<file path="config.mk">
export PLATFORM = sky130hd
export DESIGN_NAME = shift_register_param
export DESIGN_NICKNAME = d
export VERILOG_FILES = /design/src/rtl/shift_register_param.sv
export SDC_FILE = /design/constraint.sdc
export NUM_CORES = 1
export LEC_CHECK = 0
export ABC_CLOCK_PERIOD_IN_PS = 1350
export CELL_PAD_IN_SITES_DETAIL_PLACEMENT = 1
export CELL_PAD_IN_SITES_GLOBAL_PLACEMENT = 2
export CORE_UTILIZATION = 22
export CTS_BUF_LIST = sky130_fd_sc_hd__clkbuf_8
export CTS_CLUSTER_DIAMETER = 80
export CTS_CLUSTER_SIZE = 25
export DETAILED_ROUTE_END_ITERATION = 6
export PLACE_DENSITY_LB_ADDON = 0.1
export SETUP_SLACK_MARGIN = 0.4
export SLEW_MARGIN = 20
export SYNTH_ARGS = -nofsm -noshare
export SYNTH_HDL_FRONTEND = slang
export SYNTH_SLANG_ARGS = --single-unit
</file>
<file path="constraint.sdc">
create_clock -name clk -period 1.35 [get_ports clk]
set_input_delay 0.27 -clock clk [delete_from_list [all_inputs] [get_ports clk]]
set_output_delay 0.27 -clock clk [all_outputs]
set_load 0.03 [all_outputs]
</file>
<file path="src/rtl/shift_register_param.sv">
// rtl/shift_register_param.sv - parametrised Booth operand shift register with burst shift
// Optional left shift port enabled by defining SHIFT_REGISTER_SHL_EN.
module shift_register_param #(
  parameter int WIDTH = 8,
  localparam int CW = $clog2(WIDTH + 1)
) (
  input  logic             clk,
  input  logic             rst,
  input  logic [WIDTH-1:0] x_in,
  input  logic             ld,
  input  logic             s_in,
  input  logic             shr,
`ifdef SHIFT_REGISTER_SHL_EN
  input  logic             shl,
`endif
  input  logic             arith,
  input  logic             start,
  input  logic [CW-1:0]    shamt,
  output logic [WIDTH-1:0] x_out,
  output logic             s_out,
  output logic             x_zero,
  output logic             busy,
  output logic             done
);

  typedef enum logic {IDLE, SHIFT} state_t;

  state_t           state, state_n;
  logic [CW-1:0]    cnt, cnt_n;
  logic [WIDTH-1:0] x_reg, x_n;
  logic             s_reg, s_n;
  logic             done_reg, done_n;

  logic [WIDTH-1:0] x_shr;
  logic             fill;
  logic [CW-1:0]    amt_sat;

  // Fill bit is re-evaluated every edge so arith/s_in may change mid-burst.
  assign fill    = arith ? x_reg[WIDTH-1] : s_in;
  assign x_shr   = {fill, x_reg[WIDTH-1:1]};
  assign amt_sat = (shamt > CW'(WIDTH)) ? CW'(WIDTH) : shamt;

  always_ff @(posedge clk) begin
    if (rst) begin
      state    <= IDLE;
      cnt      <= '0;
      x_reg    <= '0;
      s_reg    <= 1'b0;
      done_reg <= 1'b0;
    end else begin
      state    <= state_n;
      cnt      <= cnt_n;
      x_reg    <= x_n;
      s_reg    <= s_n;
      done_reg <= done_n;
    end
  end

  always_comb begin
    state_n = state;
    cnt_n   = cnt;
    x_n     = x_reg;
    s_n     = s_reg;
    done_n  = 1'b0;
    case (state)
      IDLE: begin
        if (ld) begin
          x_n = x_in;
        end else if (start) begin
          if (shamt == '0) begin
            done_n = 1'b1;
          end else begin
            cnt_n   = amt_sat;
            state_n = SHIFT;
          end
        end else if (shr) begin
          x_n = x_shr;
          s_n = x_reg[0];
`ifdef SHIFT_REGISTER_SHL_EN
        end else if (shl) begin
          x_n = {x_reg[WIDTH-2:0], s_in};
          s_n = x_reg[WIDTH-1];
`endif
        end
      end
      SHIFT: begin
        // A load aborts the burst without signalling completion.
        if (ld) begin
          x_n     = x_in;
          cnt_n   = '0;
          state_n = IDLE;
        end else begin
          x_n   = x_shr;
          s_n   = x_reg[0];
          cnt_n = cnt - CW'(1);
          if (cnt == CW'(1)) begin
            state_n = IDLE;
            done_n  = 1'b1;
          end
        end
      end
      default: state_n = IDLE;
    endcase
  end

  assign x_out  = x_reg;
  assign s_out  = s_reg;
  assign x_zero = (x_reg == '0);
  assign busy   = (state == SHIFT);
  assign done   = done_reg;

endmodule

</file>
* Yosys cells after proc, flatten, opt, wreduce, memory -nomap -nowiden *
Index checks and enable logic that the tools add are counted.

word-level totals
  register bits = 15
  output and inout port bits = 12

operators by class
  add/subtract/negate cells = 1
  $lt $le $gt $ge = 1
  equality and inequality tests = 9
  mux-type cells = 29
  bitwise operators = 1
  reduce and logical (&&, ||, !) cells = 5

operator list
  operator                                                               number
  8-bit two-way mux                                                      4
  4-bit two-way mux                                                      5
  8-bit case mux with 2 select lines                                     1
  1-bit two-way mux                                                      15
  2-bit inequality test, second input constant                           6
  8-bit logical NOT                                                      1
  4-bit case mux with 2 select lines                                     1
  3-bit inequality test, second input constant                           2
  1-bit case mux with 2 select lines                                     3
  4-bit by 1-bit equality test with 1-bit output, second input constant  1
  4-bit > comparator, second input constant                              1
  4-bit logical NOT                                                      1
  4-bit AND reduction                                                    1
  4-bit by 1-bit subtractor with 4-bit output, second input constant     1
  3-bit AND reduction                                                    1
  2-bit AND reduction                                                    1
  1-bit NOT                                                              1

* Depth between registers and ports, before layout *
Gate-level depths: netlist of run 1.

  word-level depth = 6
  gate-level depth with buffers = 6
  gate-level depth less buffers = 6

* Worst setup path before layout of run 1 *
OpenSTA, ideal clock, no wires.

  kind = reg-to-output
  from = reg x_reg[4] (netlist: x_out[4])
  to = out x_zero
  arrival = 1.377 ns
  required time = 1.080 ns
  path slack = -0.297 ns
  cell stages (with the launch flop) = 3
  path through = dfxtp_1 or4_1 nor2_1

between the ends
  word-level cells in the longest chain between the ends = 1

RTL lines
  what                    line  RTL
  start, declared         30    logic [WIDTH-1:0] x_reg, x_n;
  start signal, assigned  53    x_reg <= x_n;
  8-bit logical NOT       108   assign x_zero = (x_reg == '0);
  end, declared           21    output logic x_zero,

No other way between the ends.

* Worst setup path after layout of run 1 *
  from = reg x_reg[1] (netlist: x_out[1])
  to = out x_zero

The elaborated chain is that of the path after synthesis.

==> run_results.csv, run 1 <==
group,metric,value,unit
outcome,status,"finished, violations left",
outcome,violations,"negative setup slack",
route,drt_iter0_markers,29,
clock_network,clk_path_buf_depth,2,
setup_path,cp_max_fo,3,
hold_path,min_path_type,"input port to flop",
floorplan,die_h,62.9,um
placement,gp_congestion,0.709,
layout,largest_register_ffs,8,
sta,setup_viol,1,
route,post_drt_wl_per_cell,15.3,um
global_route,antenna_found_initial,0,
setup_path,crit_slowest_cell,"or4_4",
logic_synthesis,synth-seq-cells,15,
layout,final_layout_size_suffix_gt1_share,70.6,%
layout,nFillCells,388,
route,num_vias,1026,
floorplan,fp-row-count,21,
clock_network,cts_buffers,3,
clock_network,root_buffer,"clkbuf_8",
setup_path,cp.arrival,1.38,ns
layout,num_antenna_cells,0,
global_route,grt_pass1_vias,1074,
logic_synthesis,ys_seq_area_share,36.8,%
floorplan,io_pins,31,
setup_path,rrSetupSlack,0.18,ns
global_route,grt_pass1_wl,5160,um
hold_path,hold_start,"shamt[0]",
sta,finClkSkew,0.00167,ns
setup_path,reg2reg_depth,6,
logic_synthesis,ys_types,32,
clock_network,clk_pin_slew,0.07,ns
setup_path,timing.rr.start,"cnt[0]$_SDFFE_PP0P_",
setup_path,endpoint_kind,"output port",
setup_path,r2r-end,"cnt[2]$_SDFFE_PP0P_",
sta,fin_ws,-0.301,ns
route,finalWirelength,3300,um
layout,ff_latch_area,330,um^2
hold_path,worst_hold_path.num_cells,4,
clock_network,tritoncts,"done",
floorplan,die_x,62.9,um
pwr,p_per_area,778,nW/um^2
setup_path,worst_path_largest_cell_delay,0.53,ns
sta,slew_headroom,78.9,%
clock_network,htree_levels,1,
logic_synthesis,postSynthAreaPerCell,8.08,um^2
clock_network,ctsHoldBuffers,0,
route,drtAntennaViolNets,0,
layout,syn_to_final_growth,133,%
placement,dp_hpwl,2110,um
setup_path,crit_type,"flop to output port",
layout,multi_input_area,714,um^2
route,avgViaCountPerCell,4.75,
global_route,grt_remaining_overflow,0,
sta,rsz0062_at_grt,"yes",
sta,report.final.slew_viol_count,0,
pwr,p_leak,0.770,nW
sta,fin_crit,1.65,ns
pwr,power,1.47,mW
route,drc,0,
logic_synthesis,ys_warn_count,0,
pwr,vdd_drop_max,0.000335,V
sta,post-route-period-util,122,%
sta,tightest_slew,0.314,ns
layout,num-nets-final,192,
placement,placed_cells,191,
setup_path,cp-start-kind,"flop",
layout,fin_cells,216,
global_route,track_usage,16.7,%
flow_run,maxCapViolations,0,
logic_synthesis,synth_cells,101,
sta,fmax,606,MHz
floorplan,start_util,23.7,%
global_route,grt_max_degree,16,
clock_network,clock_sinks,15,
hold_path,hold_path_end,"busy$_SDFF_PP0_",
setup_path,path_delay_family,"simple AND/OR/NAND/NOR gates",
sta,hold_violations,0,
logic_synthesis,synth_area,816,um^2
floorplan,core_area,3440,um^2
clock_network,clock_latency,0.25,ns
setup_path,critical_path_required,1.08,ns
floorplan,die-area,3960,um^2
route,firstDrtPassIters,3,
setup_path,path_cells,"or4_4 -> nor2_4 -> buf_6",
logic_synthesis,syn_nets,122,
placement,port_buffers,30,
setup_path,cp_num_buf_inv,1,
==> metal layers <==
layer | up-vias | global-route usage (%) | wire length (um) | part of all wire, %
met5 | - | 0 | 0 | 0
met4 | 0 | 5.23 | 19 | 0.58
met3 | 2 | 2.74 | 77 | 2.3
met2 | 17 | 27.0 | 1710 | 52
met1 | 500 | 22.3 | 1490 | 45
li1 | 507 | - | - | -
==> timing repair <==
item                                    in CTS  in global routing
gates resized for setup                    127                 19
pin swaps                                   29                 23
buffers inserted                            13                  7
endpoints found under the setup margin      27                 27
cloned                                       1                  0
==> stage by stage <==
stage / cell area, um^2 / setup slack (ns) / hold slack [ns] / setup TNS [ns] / utilization, %
after global placement: 1410 / -0.386 / 0.466 / -3.43 / 40.9
final: 1900 / -0.301 / 0.477 / -0.301 / 55.1
after CTS: 1780 / -0.303 / 0.445 / -0.303 / 51.7
after detailed placement: 1410 / -0.425 / 0.486 / -3.74 / 40.9
after global routing: 1900 / -0.327 / 0.519 / -0.327 / 55.1
after floorplan: 941 / -0.0282 / 0.332 / -0.0282 / -
==> layout make-up <==
cell class,instances,share of cell area [%]
Timing Repair Buffer,70,37.4
Multi-Input combinational cell,73,37.7
Tap cell,46,3.03
Clock inverter,1,0.264
Sequential cell,15,17.4
Inverter,8,2.04
Clock buffer,3,2.18
==> cell usage after synthesis, drive strengths merged <==
cell     count  area share (%)
o32ai        2             2.1
dfxtp       15              37
a311oi       7             7.5
or4          3             3.2
xnor2        2             2.1
nand2       15             6.9
o22a         1             1.1
a21oi        3             2.3
clkbuf       3             1.4
a31oi        2             3.4
nor4         1            0.77
buf          3             2.1
o21bai       1            0.92
o21ai        2             1.2
a211oi       1             1.5
nand3        1            0.61
nor4bb       1             1.2
nand2b       2             1.5
a2bb2oi      1             1.1
a32oi        1             1.1
nor2        14             6.4
inv          8             3.7
mux2i        1             1.2
ha           2             3.1
a22oi        1            0.92
nor3         6             3.7
a221oi       1             1.1
a21o         1            0.92
==> cells in the final DEF (no fill, tap or decap), types with 4 or more instances in the layout <==
cell type and count:
buf_6 31, buf_4 20, nor2_1 11, clkdlybuf4s50_1 11, dfxtp_2 9, nand2_2 8
nand2_1 6, dfxtp_4 5, a311oi_2 4, inv_1 4
==> worst min-delay path, stage by stage <==
cell     delay (ns)
buf_6          0.07
or4_4          0.13
a22oi_2        0.06
nor3_2         0.16
==> cell families after synthesis <==
family,synth area share (%)
and+or+nand+nor,24.4
buffers and inverters,7.21
DFF,36.8
adders and majority gates,3.07
xor gates and xnor gates,2.15
muxes,1.23
AOI/OAI and AO/OA,25.2
==> power breakdown <==
| group | switching [mW] | total, mW | internal, mW |
|---|---|---|---|
| clock network | 0.175 | 0.380 | 0.205 |
| registers | 0.0388 | 0.512 | 0.473 |
| logic | 0.259 | 0.583 | 0.324 |
==> how the worst max path moves through the flow <==
| stage | depth (start not counted) | startpoint | end |
|---|---|---|---|
| floorplan | 2 | x_out[1]$_SDFFE_PP0P_ | x_zero |
| global placement | 5 | shamt[3] | cnt[1]$_SDFFE_PP0P_ |
| detailed placement | 5 | shamt[3] | cnt[1]$_SDFFE_PP0P_ |
| CTS | 3 | x_out[4]$_SDFFE_PP0P_ | x_zero |
| global route | 3 | x_out[1]$_SDFFE_PP0P_ | x_zero |
| finish | 3 | x_out[1]$_SDFFE_PP0P_ | x_zero |
(Power assumes the default switching activity.)
==> run 2: changes to the inputs <==
==> constraint.sdc (replaced) <==
create_clock -name clk -period 1.35 [get_ports clk]
set_input_delay 0.27 -clock clk [delete_from_list [all_inputs] [get_ports clk]]
set_output_delay 0.27 -clock clk [all_outputs]
set_load 0.1 [all_outputs]
==> run 2 against run 1 <==
Against the previous run: global-route usage is 0.24 points higher; routed wire length is 21% higher; hold slack gained 0.029 ns; the run still ends with negative setup slack left; clock power decreased by 2%; critical path depth is the same; first-iteration DRC count shrank 41%; via count increased by 3.2%; cell area up 9.6%; combinational power rose by 41%.
==> run_results.csv, run 2 (synthesis gave the netlist of run 1 again) <==
group,metric,value,unit
global_route,grt_use_met2,33.6,%
setup_path,rrSetupSlack,0.16,ns
setup_path,cp.arrival,1.46,ns
setup_path,worst_path_largest_cell_delay,0.55,ns
setup_path,path_cells,"or4_4 -> nor2_4 -> buf_12",
route,finalWirelength,4000,um
placement,port_buffers,30,
layout,layout_commonest_cell,"buf_6",
sta,fmax,578,MHz
placement,gp_congestion,0.807,
route,post_drt_wl_per_cell,18.3,um
clock_network,tritoncts,"done",
sta,fin_crit,1.73,ns
floorplan,die_h,62.9,um
flow_run,maxCapViolations,0,
pwr,vdd_drop_max,0.000482,V
setup_path,cp_max_fo,2,
sta,finClkSkew,0.00347,ns
floorplan,core_area,3440,um^2
setup_path,crit_slowest_cell,"or4_4",
clock_network,htree_levels,1,
sta,post-route-period-util,128,%
sta,setup_viol,2,
setup_path,crit_type,"flop to output port",
pwr,power,1.70,mW
setup_path,endpoint_kind,"output port",
global_route,grt_pass1_wl,5220,um
placement,pre_cts_ws,-0.404,ns
global_route,grt_pass1_vias,1131,
pwr,p_per_area,817,nW/um^2
global_route,antenna_found_initial,0,
floorplan,die_x,62.9,um
sta,tightest_slew,0.295,ns
global_route,use_met1,17.5,%
floorplan,io_pins,31,
global_route,grt-busiest-layer,"met2",
layout,final_layout_size_suffix_gt1_share,71.7,%
layout,final_cell_mix,"buf_6 (24), buf_4 (17), buf_12 (14), nor2_1 (11), clkdlybuf4s50_1 (11)",
sta,slew_headroom,80.3,%
sta,fin_ws,-0.381,ns
sta,fin_hold_ws,0.506,ns
floorplan,start_util,23.7,%
route,drc,0,
setup_path,critical_path_required,1.08,ns
hold_path,min_path_type,"input port to flop",
clock_network,clk_pin_slew,0.07,ns
layout,largest_register_ffs,8,
clock_network,clock_latency,0.25,ns
placement,place_area,1550,um^2
layout,final_cell_area,2080,um^2
global_route,grt_remaining_overflow,0,
placement,dp_hpwl,2170,um
clock_network,ctsHoldBuffers,0,
setup_path,cp_num_buf_inv,1,
clock_network,clk_path_buf_depth,2,
clock_network,clock_sinks,15,
global_route,track_usage,16.9,%
route,drt_iter0_markers,17,
clock_network,cts_buffers,3,
setup_path,path_delay_family,"simple AND/OR/NAND/NOR gates",
sta,hold_violations,0,
route,num_vias,1059,
sta,report.final.slew_viol_count,0,
clock_network,root_buffer,"clkbuf_8",
floorplan,fp-row-count,21,
route,drtAntennaViolNets,0,
layout,num-nets-final,195,
outcome,status,"finished, violations left",
layout,num_antenna_cells,0,
route,firstDrtPassIters,4,
outcome,violations,"negative setup slack",
route,avgViaCountPerCell,4.84,
global_route,grt_max_degree,16,
layout,syn_to_final_growth,155,%
sta,rsz0062_at_grt,"yes",
global_route,grt_use_met3,2.92,%
setup_path,cp-start-kind,"flop",
pwr,p_leak,0.864,nW
floorplan,die-area,3960,um^2
-- run 2: worst reg2reg max path, cell delays in order, from the launching register on --
cell and delay [ns]:
dfxtp_4 0.46, buf_6 0.14, buf_6 0.11, a31oi_4 0.05
buf_6 0.13, a211oi_2 0.21
-- run 2: worst paths after layout --
path	from	to	depth (start not counted)
worst max-delay path	x_out[4]$_SDFFE_PP0P_	x_zero	3
worst min-delay path	shamt[2]	busy$_SDFF_PP0_	5
worst max register to register	busy$_SDFF_PP0_	cnt[1]$_SDFFE_PP0P_	5
worst min register to register	cnt[3]$_SDFFE_PP0P_	cnt[3]$_SDFFE_PP0P_	2
-- run 2: layout make-up --
type,count,area [um^2]
clock buffers,3,41.3
clock inverters,1,3.75
fillers,368,1360
inverters,8,32.5
multi-input cells,73,743
flip-flops and latches,15,334
well taps,46,57.6
repair buffers,73,866
-- run 2: stage by stage --
stage / setup TNS, ns / utilization (%) / std cells
after floorplan: -0.417 / - / 101
after global placement: -3.53 / 44.9 / 194
after detailed placement: -3.86 / 44.9 / 194
after CTS: -0.380 / 52.4 / 207
after global routing: -0.461 / 60.4 / 219
final: -0.393 / 60.4 / 219
-- run 2: power breakdown --
part / internal (mW) / total [mW] / switching, mW
registers: 0.472 / 0.506 / 0.0343
logic: 0.395 / 0.820 / 0.425
clock network: 0.202 / 0.372 / 0.170
-- run 2: metal layers --
| layer | up-vias | part of all wire, % | wire [um] |
|---|---|---|---|
| met3 | 4 | 2.6 | 102 |
| met1 | 519 | 39 | 1570 |
| met4 | 0 | 0.78 | 31 |
| li1 | 512 | - | - |
| met2 | 24 | 57 | 2300 |
| met5 | - | 0 | 0 |
-- run 2: timing repair --
item,in CTS,in global routing
gates resized for setup,60,37
setup buffers,9,10
pin swaps,20,23
gates cloned,0,2
setup endpoints to repair,27,27
==> run 3: changes to the inputs <==
Settings changed: CTS_CLUSTER_DIAMETER 80 to 120.
==> results of run 3 <==
Same layout as run 2: the final DEF is identical, and so are final timing and power.
